`src/rtl/digit_scan_ctrl.sv`:
```
// Multiplexed 7-segment scan controller: walks the digits one slot at a time,
// blanks the start of every slot, PWM-dims the lit part, optionally suppresses
// leading zeros, and latches the digit data once per frame.
module digit_scan_ctrl #(
  parameter int NUM_DIGITS   = 4,
  parameter int PRESCALE     = 1000,
  parameter int BLANK_CYCLES = 16,
  parameter int GRAY_SEL     = 1
) (
  input  logic                          clk,
  input  logic                          rst_i,
  input  logic                          ena_i,
  input  logic [4*NUM_DIGITS-1:0]       digits_i,
  input  logic [NUM_DIGITS-1:0]         dp_i,
  input  logic [3:0]                    bright_i,
  input  logic                          lz_en_i,
  output logic [((NUM_DIGITS > 1) ? $clog2(NUM_DIGITS) : 1)-1:0] sel_o,
  output logic [NUM_DIGITS-1:0]         digi_o,
  output logic [6:0]                    seg_o,
  output logic                          dp_o,
  output logic                          frame_o
);

  localparam int SEL_W = (NUM_DIGITS > 1) ? $clog2(NUM_DIGITS) : 1;
  localparam int CNT_W = (PRESCALE > 1) ? $clog2(PRESCALE) : 1;
  localparam logic [CNT_W-1:0] LAST_SLOT = CNT_W'(PRESCALE - 1);
  localparam logic [CNT_W-1:0] BLANK_L   = CNT_W'(BLANK_CYCLES);
  localparam logic [SEL_W-1:0] LAST_IDX  = SEL_W'(NUM_DIGITS - 1);

  logic [CNT_W-1:0]        slotCnt;
  logic [SEL_W-1:0]        idx;
  logic [3:0]              pwmCnt;
  logic [4*NUM_DIGITS-1:0] shadowDigits;
  logic [NUM_DIGITS-1:0]   shadowDp;

  logic                    loadShadow;
  logic [4*NUM_DIGITS-1:0] effDigits;
  logic [NUM_DIGITS-1:0]   effDp;
  logic                    pastBlank;
  logic [NUM_DIGITS-1:0]   suppVec;
  logic                    zeroRun;
  logic [3:0]              curNib;
  logic                    lit;
  logic [SEL_W-1:0]        selNext;
  logic [NUM_DIGITS-1:0]   digiNext;
  logic [6:0]              segNext;
  logic                    dpNext;

  // The frame starts on the first enabled cycle of digit 0; on that cycle the
  // fresh inputs are used directly so the whole frame shows one data set.
  assign loadShadow = ena_i && (idx == '0) && (slotCnt == '0);
  assign effDigits  = loadShadow ? digits_i : shadowDigits;
  assign effDp      = loadShadow ? dp_i : shadowDp;

  if (BLANK_CYCLES == 0) begin : g_noblank
    assign pastBlank = 1'b1;
  end else begin : g_blank
    assign pastBlank = (slotCnt >= BLANK_L);
  end

  assign selNext = (GRAY_SEL != 0) ? (idx ^ (idx >> 1)) : idx;

  // Mark digits that sit inside the run of zero nibbles starting at the top.
  always_comb begin
    zeroRun = 1'b1;
    suppVec = '0;
    for (int k = NUM_DIGITS - 1; k >= 0; k--) begin
      zeroRun = zeroRun & (effDigits[4*k +: 4] == 4'h0);
      if (k != 0) suppVec[k] = lz_en_i & zeroRun;
    end
  end

  // Select the nibble of the digit currently being scanned.
  always_comb begin
    curNib = 4'h0;
    for (int k = 0; k < NUM_DIGITS; k++) begin
      if (idx == SEL_W'(k)) curNib = effDigits[4*k +: 4];
    end
  end

  // Decide whether the current digit is lit and build its drive pattern.
  always_comb begin
    lit      = ena_i && pastBlank && (pwmCnt < bright_i) && !suppVec[idx];
    digiNext = '0;
    segNext  = 7'h00;
    dpNext   = 1'b0;
    if (lit) begin
      digiNext[idx] = 1'b1;
      dpNext        = effDp[idx];
      case (curNib)
        4'h0: segNext = 7'b0111111;
        4'h1: segNext = 7'b0000110;
        4'h2: segNext = 7'b1011011;
        4'h3: segNext = 7'b1001111;
        4'h4: segNext = 7'b1100110;
        4'h5: segNext = 7'b1101101;
        4'h6: segNext = 7'b1111101;
        4'h7: segNext = 7'b0000111;
        4'h8: segNext = 7'b1111111;
        4'h9: segNext = 7'b1101111;
        4'hA: segNext = 7'b1110111;
        4'hB: segNext = 7'b1111100;
        4'hC: segNext = 7'b0111001;
        4'hD: segNext = 7'b1011110;
        4'hE: segNext = 7'b1111001;
        default: segNext = 7'b1110001;
      endcase
    end
  end

  // Advance slot, digit and PWM counters and capture the frame data.
  always_ff @(posedge clk) begin
    if (rst_i) begin
      slotCnt      <= '0;
      idx          <= '0;
      pwmCnt       <= 4'd0;
      shadowDigits <= '0;
      shadowDp     <= '0;
    end else if (ena_i) begin
      if (slotCnt == LAST_SLOT) begin
        slotCnt <= '0;
        idx     <= (idx == LAST_IDX) ? '0 : idx + SEL_W'(1);
      end else begin
        slotCnt <= slotCnt + CNT_W'(1);
      end
      pwmCnt <= (pwmCnt == 4'd14) ? 4'd0 : pwmCnt + 4'd1;
      if (loadShadow) begin
        shadowDigits <= digits_i;
        shadowDp     <= dp_i;
      end
    end
  end

  // Register every output one cycle behind the internal state.
  always_ff @(posedge clk) begin
    if (rst_i) begin
      sel_o   <= '0;
      digi_o  <= '0;
      seg_o   <= 7'h00;
      dp_o    <= 1'b0;
      frame_o <= 1'b0;
    end else begin
      sel_o   <= selNext;
      digi_o  <= digiNext;
      seg_o   <= segNext;
      dp_o    <= dpNext;
      frame_o <= loadShadow;
    end
  end

endmodule

```
`config.mk`:
```
export PLATFORM = sky130hd
export DESIGN_NAME = digit_scan_ctrl
export DESIGN_NICKNAME = d
export VERILOG_FILES = /design/src/rtl/digit_scan_ctrl.sv
export SDC_FILE = /design/constraint.sdc
export NUM_CORES = 1
export LEC_CHECK = 0
export BUFFER_PORTS_ARGS = -buffer_cell sky130_fd_sc_hd__buf_2
export CAP_MARGIN = 10
export CORE_AREA = 2 2 64 90
export DETAILED_ROUTE_END_ITERATION = 10
export DIE_AREA = 0 0 66 92
export HOLD_SLACK_MARGIN = 0.06
export PLACE_DENSITY_LB_ADDON = 0.12
export SYNTH_ARGS = -nofsm -noshare
export SYNTH_HDL_FRONTEND = slang
export SYNTH_SLANG_ARGS = --single-unit
```
`constraint.sdc`:
```
create_clock -name clk -period 8.55 [get_ports clk]
set_input_delay 2.565 -clock clk [delete_from_list [all_inputs] [get_ports clk]]
set_output_delay 2.565 -clock clk [all_outputs]
set_load 0.03 [all_outputs]
```
==> results of run 1 <==
-- layout make-up --
| cell class | instances | share of cell area |
|---|---|---|
| inverter | 18 | 0.02352 |
| timing repair buffer | 44 | 0.07699 |
| clock inverter | 1 | 0.01027 |
| multi-input combinational | 195 | 0.4863 |
| tap | 68 | 0.02908 |
| clock buffer | 6 | 0.02481 |
| sequential | 51 | 0.3490 |
-- registers in the layout, summed over array words and instances, names as in the netlist --
signal and cells:
digi_o 4, dp_o 1, frame_o 1, idx 2, pwmCnt 4, seg_o 7, sel_o 2, shadowDigits 16
shadowDp 4, slotCnt 10
-- stage by stage --
stage,setup slack [ps],hold slack [ps],std cells
floorplan,3758,454.9,274
global placement,3144,468.5,375
detailed placement,3073,481.0,375
CTS,3402,501.4,382
global route,3212,543.9,383
finish,3401,496.8,383
-- routing by layer --
layer	track usage	wire length, um	vias to the layer above
li1	-	-	1048
met1	0.1958	2095	931
met2	0.3510	3002	25
met3	0.04049	168	5
met4	0.05102	55	0
met5	0	0	-
-- cell usage after synthesis, types with 3 or more instances --
master,n
sky130_fd_sc_hd__nand3_1,10
sky130_fd_sc_hd__nor2_1,50
sky130_fd_sc_hd__a221oi_2,3
sky130_fd_sc_hd__mux2i_1,15
sky130_fd_sc_hd__inv_1,16
sky130_fd_sc_hd__nor4_1,4
sky130_fd_sc_hd__nand2b_1,3
sky130_fd_sc_hd__nor3_1,3
sky130_fd_sc_hd__a221oi_1,4
sky130_fd_sc_hd__o21ai_0,6
sky130_fd_sc_hd__xor2_1,6
sky130_fd_sc_hd__dfxtp_1,51
sky130_fd_sc_hd__mux2_2,4
sky130_fd_sc_hd__xnor2_1,3
sky130_fd_sc_hd__a21oi_1,13
sky130_fd_sc_hd__or3_1,3
sky130_fd_sc_hd__ha_1,16
sky130_fd_sc_hd__nand4_1,5
sky130_fd_sc_hd__o211ai_1,3
sky130_fd_sc_hd__nor2b_1,5
sky130_fd_sc_hd__clkbuf_1,5
sky130_fd_sc_hd__nand2_1,6
-- tightest hold or removal path, stage by stage, from the launching register on --
cell                      delay, ps
sky130_fd_sc_hd__dfxtp_1        320
sky130_fd_sc_hd__mux2i_1         70
sky130_fd_sc_hd__nor2_1          80
-- kinds of logic (layout without fill, tap and decap cells) --
| family | after synthesis | after routing | share of synthesized area |
|---|---|---|---|
| AND/OR/NAND/NOR | 102 | 102 | 0.2019 |
| flip-flops | 51 | 51 | 0.3971 |
| AO/OA/AOI/OAI | 44 | 44 | 0.1329 |
| buffers and inverters | 28 | 69 | 0.04963 |
| multiplexers | 24 | 24 | 0.1100 |
| adder cells (fa/ha/maj) | 16 | 16 | 0.07786 |
| XOR/XNOR | 9 | 9 | 0.03066 |
-- worst paths after layout --
check	from	end	slack [ps]	cells past startpoint
worst max-delay path	ena_i	seg_o[6]$_SDFF_PP0_	3400	12
worst min register to register	shadowDp[2]$_SDFFE_PP0P_	shadowDp[2]$_SDFFE_PP0P_	500	2
worst min-delay path	shadowDp[2]$_SDFFE_PP0P_	shadowDp[2]$_SDFFE_PP0P_	500	2
worst max register to register	idx[0]$_SDFFE_PP0P_	seg_o[6]$_SDFF_PP0_	5150	12
-- report_power, final --
group          switching (mW)  internal [mW]  leakage [nW]
Sequential            0.00581          0.247         0.415
Clock                  0.0756         0.0859        0.0513
Combinational          0.0461         0.0388         0.835
==> results list, run 1 <==
- The run finished with clean final reports.
- Crit path top cell by count: sky130_fd_sc_hd__a221oi_1
* Final core occ: 0.5452
- Fmax achieved: 194.2 MHz
- Total of endpoints with negative setup slack in the final report: 0
- The via count of the first global-routing pass is 1,902.
- Headroom to the max-slew limit came out at 0.6060.
- Cells after Synth: 274
* Quantity of gates resized following cts: 0
- After routing the design area is 2925 um2.
- Registers take 1021 um2.
* Clock root buffer: sky130_fd_sc_hd__clkbuf_8
- Yosys mapped the design onto 56 distinct sky130hd cell types.
* Crit Path Category: in2reg
- EDFF count, synth: 0
- Critical path required time: 8770 ps
* Number of storage elements in the synthesis netlist: 51
- Area after detailed placement: 2815 um2
- Min Clock Period, post-route: 5149 ps
* Maximum level of the CTS H-tree: 2
- Top fanout value on the critical path: 28
* Number of rows in the core area: 32
* Number of clock sinks: 51
- Post-CTS Setup Bufs: 0
- In the final routed layout, each cell accounts on average for 13.89 um.
- Cell area after technology mapping: 2571 um2
- Between clock sinks in the finished design, the worst skew comes to 15.30 ps.
- VDD sags by at most 0.09273 mV.
- Share of Yosys cell area claimed by the top area cell type: 0.3971
- In this run, the number of DRC markers left after iteration 0 of detailed routing was 58.
- Kind of start point of the critical path: primary input
- Worst-skew pair later-pin latency: 310 ps
* Crit path largest cell delay: 390 ps
- In this run, post-CTS hold repair placed 0 buffers.
- Final count of pins violating max slew: 0
- For this block, the routed nets add up to 5.321 mm of wire.
- Nets: 359
* Number of buffers created by CTS: 5
- Antenna Diode Count: 0
- The congestion estimate from routability-driven global placement came to 0.7617.
- In this run the mean area of a mapped cell was 9.384 um2.
- Die Width: 66 um
* Cell-by-cell listing of the critical path: buf_2 -> nor4bb_1 -> nand4_1 -> buf_4 -> mux2_2 -> a221oi_1 -> a221o_1 -> inv_1 -> ha_1 -> nor3_1 -> o21ba_1 -> a221oi_1
* Detailed-route DRC error count: 0
* Max Cap Violations: 0
* Async set-reset flop share out of synthesis: 0
* Core ar.: 5365 um2
- The final number of hold-violating endpoints came to 0.
- Slew at the pin with the worst max-slew slack: 591.1 ps
- The most used flip-flop cell after synthesis is sky130_fd_sc_hd__dfxtp_1.
- Summing all multi-input logic gate instances after layout gives 1423 um2.
- The initial utilization of the core area, before any placement, comes to 0.4792.
- Clock tree from TritonCTS: done
- At the worst endpoint, the arrival time is 5370 ps.
* Most common cell after layout, fill and taps aside: sky130_fd_sc_hd__dfxtp_1
- During synthesis, Yosys emitted a total of 0 warnings.
- Yosys top cell by area: sky130_fd_sc_hd__dfxtp_1
- Maximum clock path buffer count: 2
- PD cells: 170.6 nW/um2
* Final-layout fill cell count: 538
- Post-synthesis net count: 318
- Maximum number of pins on one net before global-route repair: 33
* Die Y-Extent: 92 um
* GRT Total Usage: 0.1838
* Routed vias/inst: 5.245
* Total congestion overflow: 0
* Design Power: 0.4989 mW
* Number of detailed-routing iterations run before antenna repair: 4
* Layout Area Growth over Synthesis: 13.77%
- Count of antenna-violating nets left after detailed routing: 0
- The critical path contains buffers and inverters numbering 3 combined.
- RSZ-0062 raised after global routing: false
* Initial antenna violation count: 0
- Total vias in the final route: 2,009
- Fin crit share: 0.6022
- Setup TNS after final layout: 0 ps
* Area contributors post-synth: sky130_fd_sc_hd__dfxtp_1 40%, sky130_fd_sc_hd__ha_1 7.8%, sky130_fd_sc_hd__nor2_1 7.3%
- Cell family contributing the most delay on the critical path: compound AO/OA/AOI/OAI gates
* Commonest cells after routing, fill and taps aside: 51 x sky130_fd_sc_hd__dfxtp_1, 50 x sky130_fd_sc_hd__nor2_1, 42 x sky130_fd_sc_hd__buf_2
* Crit-path slowest cell: sky130_fd_sc_hd__buf_4
- In this run the static leakage power is 1.301 nW.
- STA classifies the critical path endpoint as a register.
* Share of post-route cells with drive strength above 1: 0.2317
- Global-route wire length before repair: 8.673 mm
* Count of input and output buffers: 42
* I/O pin total: 43
- Sequential cell area fraction in the yosys report: 0.3971
- After legalization and detailed placement, the total HPWL measured 3.988 mm.
- Clock-pin slew was measured on the worst setup and hold paths at 100 ps.
- The die covers 6072 um2.
- The min-delay analysis places its worst path in the category reg2reg.
Power figures use the tool's default switching activity.
==> run 2, diff against run 1 <==
- clock period: 8.55 -> 5.34 ns (I/O delays scaled with it)
==> run 2 against run 1 <==
Die area unchanged. Clock skew decreased by 9.9 ps. Largest cell class unchanged. Sequential power increased by 60%. Core utilization increased by 0.070 points.
==> results list, run 2 (same netlist as run 1, synthesis figures left out) <==
* Crit path largest cell delay: 380 ps (about the same)
- Post-CTS Setup Bufs: 0 (unchanged)
- The clock-pin slew reported for the worst setup and hold paths after clock tree synthesis came to 90 ps (about the same).
- The maximum clock skew at final layout was 5.420 ps (-9.885 ps).
* RSZ-0062 raised after global routing: false
- Commonest cells after routing, fill and taps aside: 51 x sky130_fd_sc_hd__dfxtp_1, 50 x sky130_fd_sc_hd__nor2_1, 42 x sky130_fd_sc_hd__buf_2
* Quantity of gates resized following cts: 0 (unchanged)
- The number of top-level design ports is 43 (unchanged).
- For this design, the slowest cell found on the critical path is sky130_fd_sc_hd__mux2_2.
- The total DRC errors in the routed layout is 0 (unchanged).
- The pin slew with the least headroom to its limit was 1098 ps (+507.4 ps).
* Routed vias/inst: 5.313 (+1.3%)
- Cell family contributing the most delay on the critical path: compound AO/OA/AOI/OAI gates
- The worst register-to-register path begins at slotCnt[0]$_SDFFE_PP0P_.
- Final count of pins violating max slew: 0 (unchanged)
* Post-cts hold buffer count: 0 (unchanged)
- The cell that appears most often on the critical path is sky130_fd_sc_hd__a221oi_1.
* Lkg Pwr: 1.301 nW (about the same)
- Clock tree from TritonCTS: done
* Most common cell after layout, fill and taps aside: sky130_fd_sc_hd__dfxtp_1
- The worst setup path is launched from a primary input.
- Final core occ: 0.5459 (+0.0006990)
- The global routing usage summed across all routing layers came to 0.1915 (+0.007679).
- The filler cell count in the final layout was 523 (-2.8%).
- Global-route wire length before repair: 8.956 mm (+3.3%)
- The clock insertion delay at the later pin of the skew report came to 300 ps (about the same).
- Critical path required time: 5550 ps (-3220 ps)
- Setup TNS after final layout: 0 ps (unchanged)
- Hold/Removal Path Class: reg2reg
- Via count of the first global-routing pass: 2,025 (+6.5%)
- The number of buffers on the longest clock path came to 2 (unchanged).
* Area of the multi-input gates: 1423 um2 (unchanged)
- Die Width: 66 um (unchanged)
- The count of nets after finishing is 359 (unchanged).
- The first-pass detailed-route iteration total came to 4 (unchanged).
- The total die area is 6072 um2 (unchanged).
- Maximum vdd ir drop: 0.1789 mV (+93%)
- The number of buffers created by CTS was 5 (unchanged).
- Post-DP HPWL: 4.183 mm (+4.9%)
- The number of antenna diodes is 0 (unchanged).
- The arrival time of data at the critical path endpoint is 4350 ps (-1020 ps).
- The pin count of the biggest net entering global routing came to 33 (unchanged).
- Number of rows in the core area: 32 (unchanged)
- Compared with the post-synthesis result, the final layout area differs by 13.92%.
- Relative slew slack: 0.2644 (-0.3415)
- Fin crit share: 0.7750
* Reg2Reg Setup Slack: 2130 ps (-3020 ps)
- The tree is rooted in a sky130_fd_sc_hd__clkbuf_8.
* First-iteration detailed-routing DRC count: 83 (+43%)
* Count of input and output buffers: 42 (unchanged)
- Final hold violation count: 0 (unchanged)
* Cell-by-cell listing of the critical path: buf_2 -> nor4bb_1 -> nand4_1 -> mux2_2 -> a221oi_1 -> a221o_1 -> inv_1 -> ha_1 -> nor3_1 -> o21ba_1 -> a221oi_1
- Min Clock Period, post-route: 4138 ps
- Core ar.: 5365 um2 (unchanged)
* Register with the highest flop count: shadowDigits
- The number of buffer and inverter instances along the worst setup path is 2 (-1).
* Design Power: 0.8046 mW (+61%)
- Initial antenna violation count: 0 (unchanged)
* Die Y-Extent: 92 um (unchanged)
- The area of all sequential standard cells is 1021 um2 (unchanged).
- Maximum level of the CTS H-tree: 2 (unchanged)
* Total congestion overflow: 0 (unchanged)
- The initial cell density of the core is 0.4792 (unchanged).
* Count of antenna-violating nets left after detailed routing: 0 (unchanged)
- Number of clock sinks: 51 (unchanged)
- Total of endpoints with negative setup slack in the final report: 0 (unchanged)
- Min-delay src: shadowDp[3]$_SDFFE_PP0P_
- Regs by FF count: shadowDigits x16, slotCnt x10, seg_o x7
- The flow ran to the end, and the final reports show no timing, DRC or antenna violations.
- The routed via count came to 2,035 (+1.3%).
- The total power density per cell area was 274.7 nW/um2 (+61%).
- STA classifies the critical path endpoint as a register.
* Number of flip-flops in the largest register: 16 (unchanged)
- The worst-path maximum fanout is 12 (-57%).
- Share of post-route cells with drive strength above 1: 0.2349 (+0.003175)
* Crit Path Category: in2reg
- Routability congestion estimate from global placement: 0.7705 (+1.2%)
* Avg WL per Cell: 14.08 um (+1.3%)
- Tracing the worst setup path back leads to its startpoint at ena_i.
* Fmax achieved: 241.6 MHz
- The number of max-cap violations is 0 (unchanged).
- Wire length reported by the detailed router: 5.391 mm (+1.3%)
-- run 2: cell types whose count changed in the layout (fill, tap and decap cells not counted) --
cell	delta
sky130_fd_sc_hd__clkbuf_1	-1
sky130_fd_sc_hd__clkinvlp_4	+1
-- run 2: power breakdown --
group          switching (mW)  internal (mW)
clock                   0.125          0.137
sequential            0.00938          0.395
combinational          0.0744         0.0632
total                   0.209          0.595
-- run 2: layout make-up --
| class | count | share of cell area |
|---|---|---|
| well taps | 68 | 0.02905 |
| clock inverters | 2 | 0.01282 |
| multi-input cells | 195 | 0.4857 |
| inverters | 18 | 0.02349 |
| flip-flops and latches | 51 | 0.3486 |
| repair buffers | 44 | 0.07689 |
| clock buffers | 5 | 0.02349 |
-- run 2: per-layer routing --
metal  share of wire  up-vias  wire (um)  track usage
li1                -     1043          -            -
met1            0.40      954       2162       0.2032
met2            0.55       30       2957       0.3594
met3           0.032        8        174      0.04172
met4           0.018        0         97      0.06803
met5               0        -          0            0
-- run 2: path summary, 6_finish.rpt --
kind | end | cells after the start
hold reg to reg | shadowDp[3]$_SDFFE_PP0P_ | 2
setup / recovery | seg_o[6]$_SDFF_PP0_ | 11
setup reg to reg | seg_o[6]$_SDFF_PP0_ | 12
hold / removal | shadowDp[3]$_SDFFE_PP0P_ | 2
-- run 2: worst min-delay path, delay by kind of cell, from the launching register on --
kind / cells / cell delay [ps]
flip-flops: 1 / 310
AND/OR/NAND/NOR: 1 / 80
multiplexers: 1 / 70
-- run 2: through the flow --
step / cells / hold slack [ps] / setup WS [ps] / area [um2]
after CTS: 383 / 505.0 / 1189 / 2929
after detailed placement: 376 / 482.2 / 867.6 / 2823
after global routing: 383 / 526.7 / 906.0 / 2929
final: 383 / 494.5 / 1202 / 2929
after floorplan: 274 / 454.9 / 1511 / 2571
after global placement: 376 / 471.7 / 1012 / 2823
==> run 3, diff against run 2 <==
- clock period: 5.34 -> 3.68 ns (I/O delays scaled with it)
==> run 3 against run 2 <==
Core utilization rose by 0.21 points. First-iteration DRC count shrank 2.4%. Wire length fell by 0.83%. Critical path depth is 1 higher. Cell count grew 1.0%. Sequential share of layout area fell by 0.13 points. Global-route usage grew 0.16 points. Clock-buffer cell count increased by 1. Register-to-register slack got worse by 1400 ps. Via count is 1.1% higher. Clock power increased by 24%. Largest power group unchanged.
==> results list, run 3 (same netlist as run 1, synthesis figures left out) <==
- STA classifies the critical path startpoint as a primary input.
- Global-route layer with the greatest usage: met2
* Lkg Pwr: 1.317 nW (+1.2%)
- Number of flip-flops in the largest register: 16 (unchanged)
- The total DRC errors in the routed layout came to 0 (unchanged).
- The pin slew with the least headroom to its limit came to 1099 ps (+0.6487 ps).
* Arrival time worst endpoint: 3420 ps (-930 ps)
* PD cells: 380.2 nW/um2 (+38%)
- Most common cell after layout, fill and taps aside: sky130_fd_sc_hd__dfxtp_1
- In the layout the commonest cells are 51 x sky130_fd_sc_hd__dfxtp_1, 50 x sky130_fd_sc_hd__nor2_1, 42 x sky130_fd_sc_hd__buf_2.
* Number of detailed-routing iterations run before antenna repair: 4 (unchanged)
* Tightest hold margin: 492.2 ps (-2.329 ps)
* Top fanout value on the critical path: 7 (-5)
* Total vias in the final route: 2,058 (+1.1%)
- Count of antenna-violating nets left after detailed routing: 0 (unchanged)
- Final count of pins violating max slew: 0 (unchanged)
- The biggest cell delay along the critical path was 310 ps (-70 ps).
- The min-delay analysis places its worst path in the category reg2reg.
- Total congestion overflow: 0 (unchanged)
- Post-CTS Setup Bufs: 0 (unchanged)
- The final-layout setup total negative slack came to 0 ps (unchanged).
* Crit. End Element: register
* Met1 Resource Use GR: 0.2059 (+0.002637)
- Crit Path Category: in2reg
- The worst slew margin relative to its limit was 0.2640 (-0.0004350).
* Routed vias/inst: 5.318 (about the same)
- Avg WL per Cell: 13.81 um (-1.9%)
* Share of post-route cells with drive strength above 1: 0.2445 (+0.009593)
- The met2 demand-to-capacity share in global routing is 0.3636 (+0.004209).
- The via count of the first global-routing pass was 2,028 (+0.15%).
- Status: finished, final reports clean
* Maximum clock path buffer count: 2 (unchanged)
- The critical path goes through buf_2 -> nor4bb_1 -> nand4_1 -> buf_4 -> mux2_2 -> a221oi_1 -> a221o_1 -> inv_1 -> ha_1 -> nor3_1 -> o21ba_1 -> a221oi_1.
* Number of clock sinks: 51 (unchanged)
- The worst IR drop on VDD is 0.2304 mV (+29%).
- The first-pass GRT wire length is 9.149 mm (+2.2%).
* GRT Total Usage: 0.1931 (+0.001601)
* Max Cap Violations: 0 (unchanged)
- The number of top-level design ports is 43 (unchanged).
- The number of hold buffers added after CTS came to 0 (unchanged).
- Dividing the final minimum period by the clock period gives 0.8750.
- Number of buffers created by CTS: 5 (unchanged)
- The number of antenna violations at the first check in global routing is 0 (unchanged).
- Core ar.: 5365 um2 (unchanged)
* Antenna Diode Count: 0 (unchanged)
- Fmax achieved: 310.6 MHz
- Count of input and output buffers: 42 (unchanged)
- Quantity of gates resized following cts: 0 (unchanged)
- Regs by FF count: shadowDigits x16, slotCnt x10, seg_o x7
* Critical path required time: 3880 ps (-1670 ps)
* CTS clock-pin slew for the worst setup and hold paths: 90 ps (about the same)
- M3 GR Usage: 0.03926 (-0.002454)
- Final core occ: 0.5480 (+0.002099)
* Maximum level of the CTS H-tree: 2 (unchanged)
- shadowDigits holds more flip-flops than any other register.
- Maximum number of pins on one net before global-route repair: 33 (unchanged)
* Number of rows in the core area: 32 (unchanged)
* Post-DP HPWL: 4.104 mm (-1.9%)
* Total of endpoints with negative setup slack in the final report: 0 (unchanged)
- Layout Area Growth over Synthesis: 14.36%
- Die Y-Extent: 92 um (unchanged)
- The maximum clock skew at final layout was 9.497 ps (+4.077 ps).
- Worst-skew pair later-pin latency: 300 ps (about the same)
- Routability congestion estimate from global placement: 0.7808 (+1.3%)
- The total die area was 6072 um2 (unchanged).
* Effective utilization at floorplan: 0.4792 (unchanged)
- The smallest clock period supported by the final layout is computed as 3220 ps.
* Die Width: 66 um (unchanged)
- The overall power was 1.118 mW (+39%).
* Nets: 363 (+1.1%)
* Clock root buffer: sky130_fd_sc_hd__clkbuf_8
- Final hold violation count: 0 (unchanged)
- RSZ-0062 raised after global routing: false
- The largest individual stage delay along the critical path comes from the cell sky130_fd_sc_hd__a221oi_1.
- TritonCTS built the clock tree.
* Wire length reported by the detailed router: 5.346 mm (-0.83%)
- Crit path top cell by count: sky130_fd_sc_hd__a221oi_1
- First-iteration detailed-routing DRC count: 81 (-2.4%)
## run 3: cell types whose count changed in the layout (fill, tap and decap cells not counted)
| cell | before | now |
|---|---|---|
| sky130_fd_sc_hd__buf_4 | 2 | 6 |
| sky130_fd_sc_hd__bufinv_16 | 1 | 0 |
| sky130_fd_sc_hd__clkbuf_8 | 5 | 6 |
| sky130_fd_sc_hd__clkinv_2 | 1 | 2 |
| sky130_fd_sc_hd__clkinvlp_4 | 1 | 0 |
## run 3: area by class of cell
class | instances | area (um2)
Tap cell | 68 | 85.08
Fill cell | 523 | 2425
Inverter | 18 | 68.82
Clock buffer | 6 | 82.58
Clock inverter | 1 | 5.005
Timing Repair Buffer | 48 | 255.2
Multi-Input combinational cell | 195 | 1423
Sequential cell | 51 | 1021
## run 3: worst paths after layout
kind                                                from                        to  slack [ps]  cells after the start
worst min register to register  shadowDp[3]$_SDFFE_PP0P_  shadowDp[3]$_SDFFE_PP0P_         490                      2
worst min-delay path            shadowDp[3]$_SDFFE_PP0P_  shadowDp[3]$_SDFFE_PP0P_         490                      2
worst max register to register   slotCnt[0]$_SDFFE_PP0P_       seg_o[6]$_SDFF_PP0_         720                     13
worst max-delay path                               ena_i       seg_o[6]$_SDFF_PP0_         460                     12
## run 3: per-layer routing
metal | routed length (um) | share of wire | up-vias
met5 | 0 | 0 | -
met4 | 99 | 0.019 | 0
met3 | 136 | 0.025 | 8
met2 | 2970 | 0.56 | 26
met1 | 2140 | 0.40 | 974
li1 | - | - | 1050
## run 3: critical path: cells and delay by family
kind                     cells  cell delay (ps)
adder cells (fa/ha/maj)      1              210
AND/OR/NAND/NOR              3              600
multiplexers                 1              280
buffers and inverters        3              340
AO/OA/AOI/OAI                4              890
## run 3: per-stage QoR
| step | instance area [um2] | setup WS (ps) | cells |
|---|---|---|---|
| 6_report | 2940 | 460.1 | 387 |
| 3_3_place_gp | 2853 | 186.0 | 380 |
| 5_1_grt | 2940 | 252.8 | 387 |
| 4_1_cts | 2940 | 468.4 | 387 |
| 3_5_place_dp | 2853 | 148.1 | 380 |
| 2_1_floorplan | 2571 | 348.7 | 274 |
## run 3: report_power, final
| part | total [mW] | switching, mW | internal, mW |
|---|---|---|---|
| sequential | 0.587 | 0.0134 | 0.573 |
| clock | 0.325 | 0.177 | 0.148 |
| combinational | 0.206 | 0.109 | 0.0971 |
